--- src/rtl/text_buffer_ctrl.sv ---
// Text-mode buffer controller: turns keyboard ASCII codes into text RAM writes and cursor moves over a 4x16 grid.
// Optional scrolling on overflow is compiled in with the TEXT_BUFFER_SCROLL_EN macro; otherwise the cursor wraps to 0.
module text_buffer_ctrl #(
  parameter logic [7:0] FILL_CHAR = 8'h20
) (
  input  logic       clk,
  input  logic       rst_n,
  input  logic       key_valid,
  input  logic [7:0] key_data,
  output logic       key_ready,
  input  logic       clear_req,
  output logic [5:0] ram_addr,
  output logic [7:0] ram_wdata,
  output logic       ram_we,
  input  logic [7:0] ram_rdata,
  output logic [5:0] cursor,
  output logic       busy
);

  localparam int unsigned AW = 6;
  localparam int unsigned DW = 8;
  localparam logic [AW-1:0] LAST_ADDR  = '1;
  localparam logic [DW-1:0] KEY_BS     = 8'h08;
  localparam logic [DW-1:0] KEY_CR     = 8'h0D;
  localparam logic [DW-1:0] PRINT_LO   = 8'h20;
  localparam logic [DW-1:0] PRINT_HI   = 8'h7E;

`ifdef TEXT_BUFFER_SCROLL_EN
  localparam logic [AW-1:0] ROW_STRIDE = AW'(16);
  localparam logic [AW-1:0] SHIFT_LAST = AW'(47);
  localparam logic [AW-1:0] LAST_ROW   = AW'(48);

  typedef enum logic [2:0] {
    S_IDLE, S_WRITE, S_CLEAR, S_SCROLL_RD, S_SCROLL_WR, S_SCROLL_CLR
  } state_t;
`else
  typedef enum logic [1:0] {
    S_IDLE, S_WRITE, S_CLEAR
  } state_t;
`endif

  state_t          r_state;
  logic [AW-1:0]   r_cursor;
  logic [AW-1:0]   r_ram_addr;
  logic [DW-1:0]   r_ram_wdata;
  logic            r_ram_we;
  logic [DW-1:0]   r_key;

  logic            w_idle;
  logic            w_in_printable;
  logic            w_key_printable;
  logic            w_key_bs;
  logic            w_key_cr;
  logic [AW-1:0]   w_cursor_next;

  assign w_idle    = (r_state == S_IDLE);
  assign key_ready = w_idle & ~clear_req;
  assign busy      = ~w_idle;
  assign ram_addr  = r_ram_addr;
  assign ram_wdata = r_ram_wdata;
  assign ram_we    = r_ram_we;
  assign cursor    = r_cursor;

  assign w_in_printable  = (key_data >= PRINT_LO) && (key_data <= PRINT_HI);
  assign w_key_printable = (r_key >= PRINT_LO) && (r_key <= PRINT_HI);
  assign w_key_bs        = (r_key == KEY_BS);
  assign w_key_cr        = (r_key == KEY_CR);

  // Cursor after the latched key; row/column overflow wraps naturally in 6 bits.
  always_comb begin
    w_cursor_next = r_cursor;
    if (w_key_printable) begin
      w_cursor_next = r_cursor + AW'(1);
    end else if (w_key_bs) begin
      if (r_cursor != '0) w_cursor_next = r_cursor - AW'(1);
    end else if (w_key_cr) begin
      w_cursor_next = {2'(r_cursor[5:4] + 2'd1), 4'h0};
    end
  end

`ifdef TEXT_BUFFER_SCROLL_EN
  logic w_overflow;
  assign w_overflow = (w_key_printable && (r_cursor == LAST_ADDR)) ||
                      (w_key_cr && (r_cursor[5:4] == 2'd3));
`else
  logic [DW-1:0] w_unused_rdata;
  assign w_unused_rdata = ram_rdata;
`endif

  always_ff @(posedge clk) begin
    if (!rst_n) begin
      r_state     <= S_IDLE;
      r_cursor    <= '0;
      r_ram_addr  <= '0;
      r_ram_wdata <= '0;
      r_ram_we    <= 1'b0;
      r_key       <= '0;
    end else begin
      case (r_state)
        // Clear beats a simultaneous key; the key stays offered until accepted.
        S_IDLE: begin
          r_ram_we <= 1'b0;
          if (clear_req) begin
            r_state     <= S_CLEAR;
            r_ram_we    <= 1'b1;
            r_ram_addr  <= '0;
            r_ram_wdata <= FILL_CHAR;
          end else if (key_valid) begin
            r_state <= S_WRITE;
            r_key   <= key_data;
            if (w_in_printable) begin
              r_ram_we    <= 1'b1;
              r_ram_addr  <= r_cursor;
              r_ram_wdata <= key_data;
            end else if ((key_data == KEY_BS) && (r_cursor != '0)) begin
              r_ram_we    <= 1'b1;
              r_ram_addr  <= r_cursor - AW'(1);
              r_ram_wdata <= FILL_CHAR;
            end
          end
        end

        S_WRITE: begin
          r_ram_we <= 1'b0;
`ifdef TEXT_BUFFER_SCROLL_EN
          if (w_overflow) begin
            r_state    <= S_SCROLL_RD;
            r_ram_addr <= ROW_STRIDE;
          end else begin
            r_cursor <= w_cursor_next;
            r_state  <= S_IDLE;
          end
`else
          r_cursor <= w_cursor_next;
          r_state  <= S_IDLE;
`endif
        end

        // 64 fill writes, then one closing cycle that homes the cursor.
        S_CLEAR: begin
          if (r_ram_we) begin
            if (r_ram_addr == LAST_ADDR) r_ram_we <= 1'b0;
            else                         r_ram_addr <= r_ram_addr + AW'(1);
          end else begin
            r_cursor <= '0;
            r_state  <= S_IDLE;
          end
        end

`ifdef TEXT_BUFFER_SCROLL_EN
        // Read data for the source address is captured at the end of the read cycle.
        S_SCROLL_RD: begin
          r_state     <= S_SCROLL_WR;
          r_ram_wdata <= ram_rdata;
          r_ram_addr  <= r_ram_addr - ROW_STRIDE;
          r_ram_we    <= 1'b1;
        end

        S_SCROLL_WR: begin
          if (r_ram_addr == SHIFT_LAST) begin
            r_state     <= S_SCROLL_CLR;
            r_ram_addr  <= LAST_ROW;
            r_ram_wdata <= FILL_CHAR;
            r_ram_we    <= 1'b1;
          end else begin
            r_state    <= S_SCROLL_RD;
            r_ram_addr <= r_ram_addr + ROW_STRIDE + AW'(1);
            r_ram_we   <= 1'b0;
          end
        end

        S_SCROLL_CLR: begin
          if (r_ram_addr == LAST_ADDR) begin
            r_ram_we <= 1'b0;
            r_cursor <= LAST_ROW;
            r_state  <= S_IDLE;
          end else begin
            r_ram_addr <= r_ram_addr + AW'(1);
          end
        end
`endif

        default: begin
          r_state  <= S_IDLE;
          r_ram_we <= 1'b0;
        end
      endcase
    end
  end

endmodule

--- config.mk ---
export PLATFORM = sky130hd
export DESIGN_NAME = text_buffer_ctrl
export DESIGN_NICKNAME = d
export VERILOG_FILES = /design/src/rtl/text_buffer_ctrl.sv
export SDC_FILE = /design/constraint.sdc
export NUM_CORES = 1
export LEC_CHECK = 0
export CORE_UTILIZATION = 30
export DETAILED_ROUTE_END_ITERATION = 10
export PLACE_DENSITY_LB_ADDON = 0.25
export RECOVER_POWER = 100
export SETUP_SLACK_MARGIN = 0.2
export SLEW_MARGIN = 25
export SYNTH_ARGS = -nofsm -noshare
export SYNTH_HDL_FRONTEND = slang
export SYNTH_SLANG_ARGS = --single-unit
--- constraint.sdc ---
create_clock -name clk -period 2.1 [get_ports clk]
set_input_delay 0.42 -clock clk [delete_from_list [all_inputs] [get_ports clk]]
set_output_delay 0.42 -clock clk [all_outputs]
set_load 0.005 [all_outputs]
==> run_summary.xml <==
<?xml version="1.0" encoding="UTF-8"?>
<metrics>
  <group name="die">
    <metric name="fp.dieH" unit="um">83.1</metric>
    <metric name="die-width" unit="um">83.1</metric>
    <metric name="die-area" unit="um2">6910</metric>
    <metric name="floorplan.initialDensity" unit="%">31.1</metric>
    <metric name="placement_rows" unit="">29</metric>
    <metric name="boundaryPins" unit="">43</metric>
    <metric name="coreArea" unit="um2">6350</metric>
  </group>
  <group name="sta">
    <metric name="fmaxAchievable" unit="MHz">503</metric>
    <metric name="relSlewSlack" unit="%">73.5</metric>
    <metric name="timing_hold_violations_final" unit="">0</metric>
    <metric name="timing.clock.skew" unit="ps">3.70</metric>
    <metric name="period_share" unit="%">94.7</metric>
    <metric name="worst_pin_slew" unit="ps">397</metric>
    <metric name="min_tclk_post_route" unit="ps">1990</metric>
    <metric name="setup_viol_count_final" unit="">0</metric>
    <metric name="setup_repair_after_global_routing_missed_its_margin" unit="">yes</metric>
    <metric name="drv_slew" unit="">0</metric>
  </group>
  <group name="hold_path">
    <metric name="holdCritPathClass" unit="">flip-flop to flip-flop</metric>
    <metric name="min_from" unit="">ram_wdata[2]</metric>
    <metric name="hold_path_end" unit="">ram_wdata[2]</metric>
    <metric name="timing.hold.worst_path_depth" unit="">1</metric>
  </group>
  <group name="routing">
    <metric name="drtAntennaViolNets" unit="">0</metric>
    <metric name="wl_per_cell" unit="um">15.2</metric>
    <metric name="vias" unit="">2093</metric>
    <metric name="total_routed_wirelength" unit="mm">5.86</metric>
    <metric name="initialDrtViolationCount" unit="">213</metric>
    <metric name="drc" unit="">0</metric>
    <metric name="via_per_inst" unit="">5.42</metric>
    <metric name="dr.pass1.iters" unit="">5</metric>
  </group>
  <group name="clock_tree">
    <metric name="ctsHtreeMaxLevel" unit="">2</metric>
    <metric name="numCtsBuffers" unit="">5</metric>
    <metric name="tritoncts" unit="">built</metric>
    <metric name="worstSkewPairLatency" unit="ps">280</metric>
    <metric name="clk_transition_reported_paths" unit="ps">70</metric>
    <metric name="cts_num_sinks" unit="">31</metric>
    <metric name="clock_path_buffers" unit="">2</metric>
    <metric name="clock-root-buffer" unit="">clkbuf_8</metric>
  </group>
  <group name="logic_synthesis">
    <metric name="netlist_area" unit="um2">1970</metric>
    <metric name="postSynth.asyncResetShare" unit="%">0</metric>
    <metric name="synth-simple-area-share" unit="%">26.3</metric>
    <metric name="synth_top_family_by_area" unit="">compound AO/OA/AOI/OAI gates</metric>
    <metric name="synth_fa_ha_area_share" unit="%">4.44</metric>
    <metric name="synth_top_area_cell" unit="">dfxtp_1</metric>
    <metric name="synth.lib_cells_used.distinct" unit="">57</metric>
    <metric name="share_of_the_synthesized_netlist_area_taken_by_xor_and_xnor_gates" unit="%">0.444</metric>
    <metric name="synth_compound_area_share" unit="%">28.5</metric>
    <metric name="synth_seq_cells" unit="">31</metric>
    <metric name="synth-edff-count" unit="">0</metric>
    <metric name="synth.net_count" unit="">269</metric>
    <metric name="synth.area.top_cells" unit="">dfxtp_1, a21oi_1, nand3_1</metric>
    <metric name="ys_seq_area_share" unit="%">31.4</metric>
    <metric name="yosys_warnings" unit="">0</metric>
    <metric name="mean_post_synth_cell_area" unit="um2">8.16</metric>
    <metric name="postSynthCellCount" unit="">242</metric>
    <metric name="synth-main-ff-cell" unit="">dfxtp_1</metric>
    <metric name="synth_largest_type_area_fraction" unit="%">31.4</metric>
    <metric name="synth_mux_area_share" unit="%">3.55</metric>
  </group>
  <group name="cells_and_area">
    <metric name="final_common_cell" unit="">buf_4</metric>
    <metric name="layout.nets" unit="">335</metric>
    <metric name="fillers" unit="">627</metric>
    <metric name="most-common-layout-cells" unit="">buf_4, dfxtp_1, nand2_1, nand3_1, a21oi_1</metric>
    <metric name="fin_area" unit="um2">2790</metric>
    <metric name="antenna-diode-count" unit="">0</metric>
    <metric name="instances_no_fill" unit="">386</metric>
    <metric name="post_route_cells_drive_above_1_share" unit="%">23.9</metric>
    <metric name="area_growth_from_synthesis_to_layout" unit="%">41.4</metric>
  </group>
  <group name="setup_path">
    <metric name="r2r-end" unit="">cursor[4]</metric>
    <metric name="timing.critical_path.arrival" unit="ps">2180</metric>
    <metric name="critPathCaptureType" unit="">flip-flop</metric>
    <metric name="worst_setup_path_startpoint" unit="">cursor[0]</metric>
    <metric name="rr_worst_depth" unit="">7</metric>
    <metric name="worstSetupPathType" unit="">flip-flop to flip-flop</metric>
    <metric name="timing.critical_path.fanout_max" unit="">7</metric>
    <metric name="reg2reg_from" unit="">cursor[0]</metric>
    <metric name="start_kind" unit="">flip-flop</metric>
    <metric name="rrSetupSlack" unit="ps">110</metric>
    <metric name="required" unit="ps">2290</metric>
  </group>
  <group name="status">
    <metric name="outcome" unit="">complete, no violations</metric>
  </group>
  <group name="run">
    <metric name="drv.max_cap_violation_count" unit="">0</metric>
  </group>
  <group name="placement">
    <metric name="place.gp.congestion" unit="">0.839</metric>
    <metric name="placedCellCount" unit="">372</metric>
    <metric name="numPortBuffers" unit="">34</metric>
    <metric name="place.detailed.hpwl" unit="mm">4.21</metric>
    <metric name="placed_cell_area" unit="um2">2600</metric>
  </group>
  <group name="power_and_ir_drop">
    <metric name="power_density_cells" unit="nW/um2">592</metric>
    <metric name="internal_power" unit="mW">1.13</metric>
    <metric name="pwr-share-comb" unit="%">31.4</metric>
    <metric name="power" unit="mW">1.65</metric>
    <metric name="total_leakage_power" unit="nW">1.09</metric>
    <metric name="power.net_switching" unit="uW">529</metric>
    <metric name="power.ir.vdd_worst" unit="uV">291</metric>
    <metric name="sequential_cell_fraction_of_total_power" unit="%">40.2</metric>
    <metric name="power.clock.fraction" unit="%">28.3</metric>
    <metric name="switching_share" unit="%">32.0</metric>
  </group>
  <group name="global_routing">
    <metric name="grt_remaining_overflow" unit="">0</metric>
    <metric name="grt_pass1_wl" unit="mm">9.69</metric>
    <metric name="global_route.usage.total" unit="%">17.2</metric>
    <metric name="antenna_found_initial" unit="">0</metric>
    <metric name="grt_max_degree" unit="">18</metric>
    <metric name="grt_pass1_vias" unit="">1947</metric>
  </group>
</metrics>
[registers in the layout (all words and copies together), names as in the netlist]
| name | flops |
|---|---|
| ram_wdata | 8 |
| r_state | 2 |
| ram_we | 1 |
| ram_addr | 6 |
| cursor | 6 |
| r_key | 8 |
[timing repair]
item / CTS / global route
resized for setup: 12 / 27
setup buffers: 1 / 4
hold buffers: 0 / 0
cloned: 0 / 1
endpoints found under the setup margin: 17 / 19
pin swaps: 3 / 10
endpoints found under the hold margin: 0 / 0
[power by group through the flow]
stage | Clock (mW) | Combinational, mW | Sequential [mW]
CTS | 0.492 | 0.484 | 0.666
detailed placement | 0 | 0.473 | 0.678
global route | 0.529 | 0.563 | 0.672
floorplan | 0 | 0.263 | 0.674
global placement | 0 | 0.472 | 0.678
finish | 0.468 | 0.520 | 0.666
[worst max path at each step]
stage,end,slack (ps)
2_1_floorplan,cursor[4],210
3_3_place_gp,ram_wdata[4],-180
3_5_place_dp,ram_wdata[4],-190
4_1_cts,ram_addr[1],200
5_1_grt,cursor[4],60
6_report,cursor[4],110
[cell usage after synthesis, types with 2 or more instances]
cell type  number
nor2_1         11
nand3_1        19
clkbuf_1        7
a32oi_1         2
or3_1           2
nand4_1         6
o2111ai_1       2
nor4_1          3
dfxtp_1        31
buf_2           3
o211a_1         2
nand2b_1        4
o21ai_0        10
clkinv_1        2
a21boi_0        7
a21oi_1        19
a22o_1          5
or2_2           3
o32ai_1         4
ha_1            7
mux2i_1         7
o211ai_1        5
inv_1          12
nand2_1        20
nor3_1          9
o21a_1          6
and3_1          4
[stage by stage]
| step | worst slack, ps | utilization (%) | hold WS (ps) | TNS, ps |
|---|---|---|---|---|
| after floorplan | 207 | - | 464 | 0 |
| after global placement | -181 | 40.9 | 463 | -1680 |
| after detailed placement | -194 | 40.9 | 470 | -1690 |
| after CTS | 201 | 42.8 | 489 | 0 |
| after global routing | 62.8 | 44.0 | 497 | 0 |
| final | 111 | 44.0 | 484 | 0 |
[cells by family (layout without fill, tap and decap cells)]
logic type,after synthesis,count (layout)
flip-flops,31,31
adder cells (fa/ha/maj),7,7
AO/OA/AOI/OAI,78,78
multiplexers,7,7
AND/OR/NAND/NOR,93,93
buffers and inverters,25,92
XOR/XNOR,1,1
[critical path, cell delays in order, from the launching register on]
cell,delay (ps)
dfxtp_1,320
inv_1,130
ha_4,180
nor4bb_4,330
a31oi_2,150
or3_4,450
o211a_1,150
o32ai_2,180
[per-layer routing]
| metal | GRT usage, % | routed length (um) | vias up |
|---|---|---|---|
| met4 | 5.17 | 40 | 0 |
| li1 | - | - | 1045 |
| met3 | 3.48 | 255 | 2 |
| met5 | 0 | 0 | - |
| met1 | 24.7 | 2770 | 994 |
| met2 | 25.9 | 2790 | 52 |
[area by class of cell]
cell class                 instances  area, um2  area share [%]
multi-input combinational        186       1330            47.4
sequential                        31        628            22.5
timing repair buffer              70        602            21.6
tap                               77       96.3            3.45
clock buffer                       5       68.8            2.46
inverter                          14       52.6            1.88
clock inverter                     3       20.0           0.717
(Power assumes the default switching activity.)
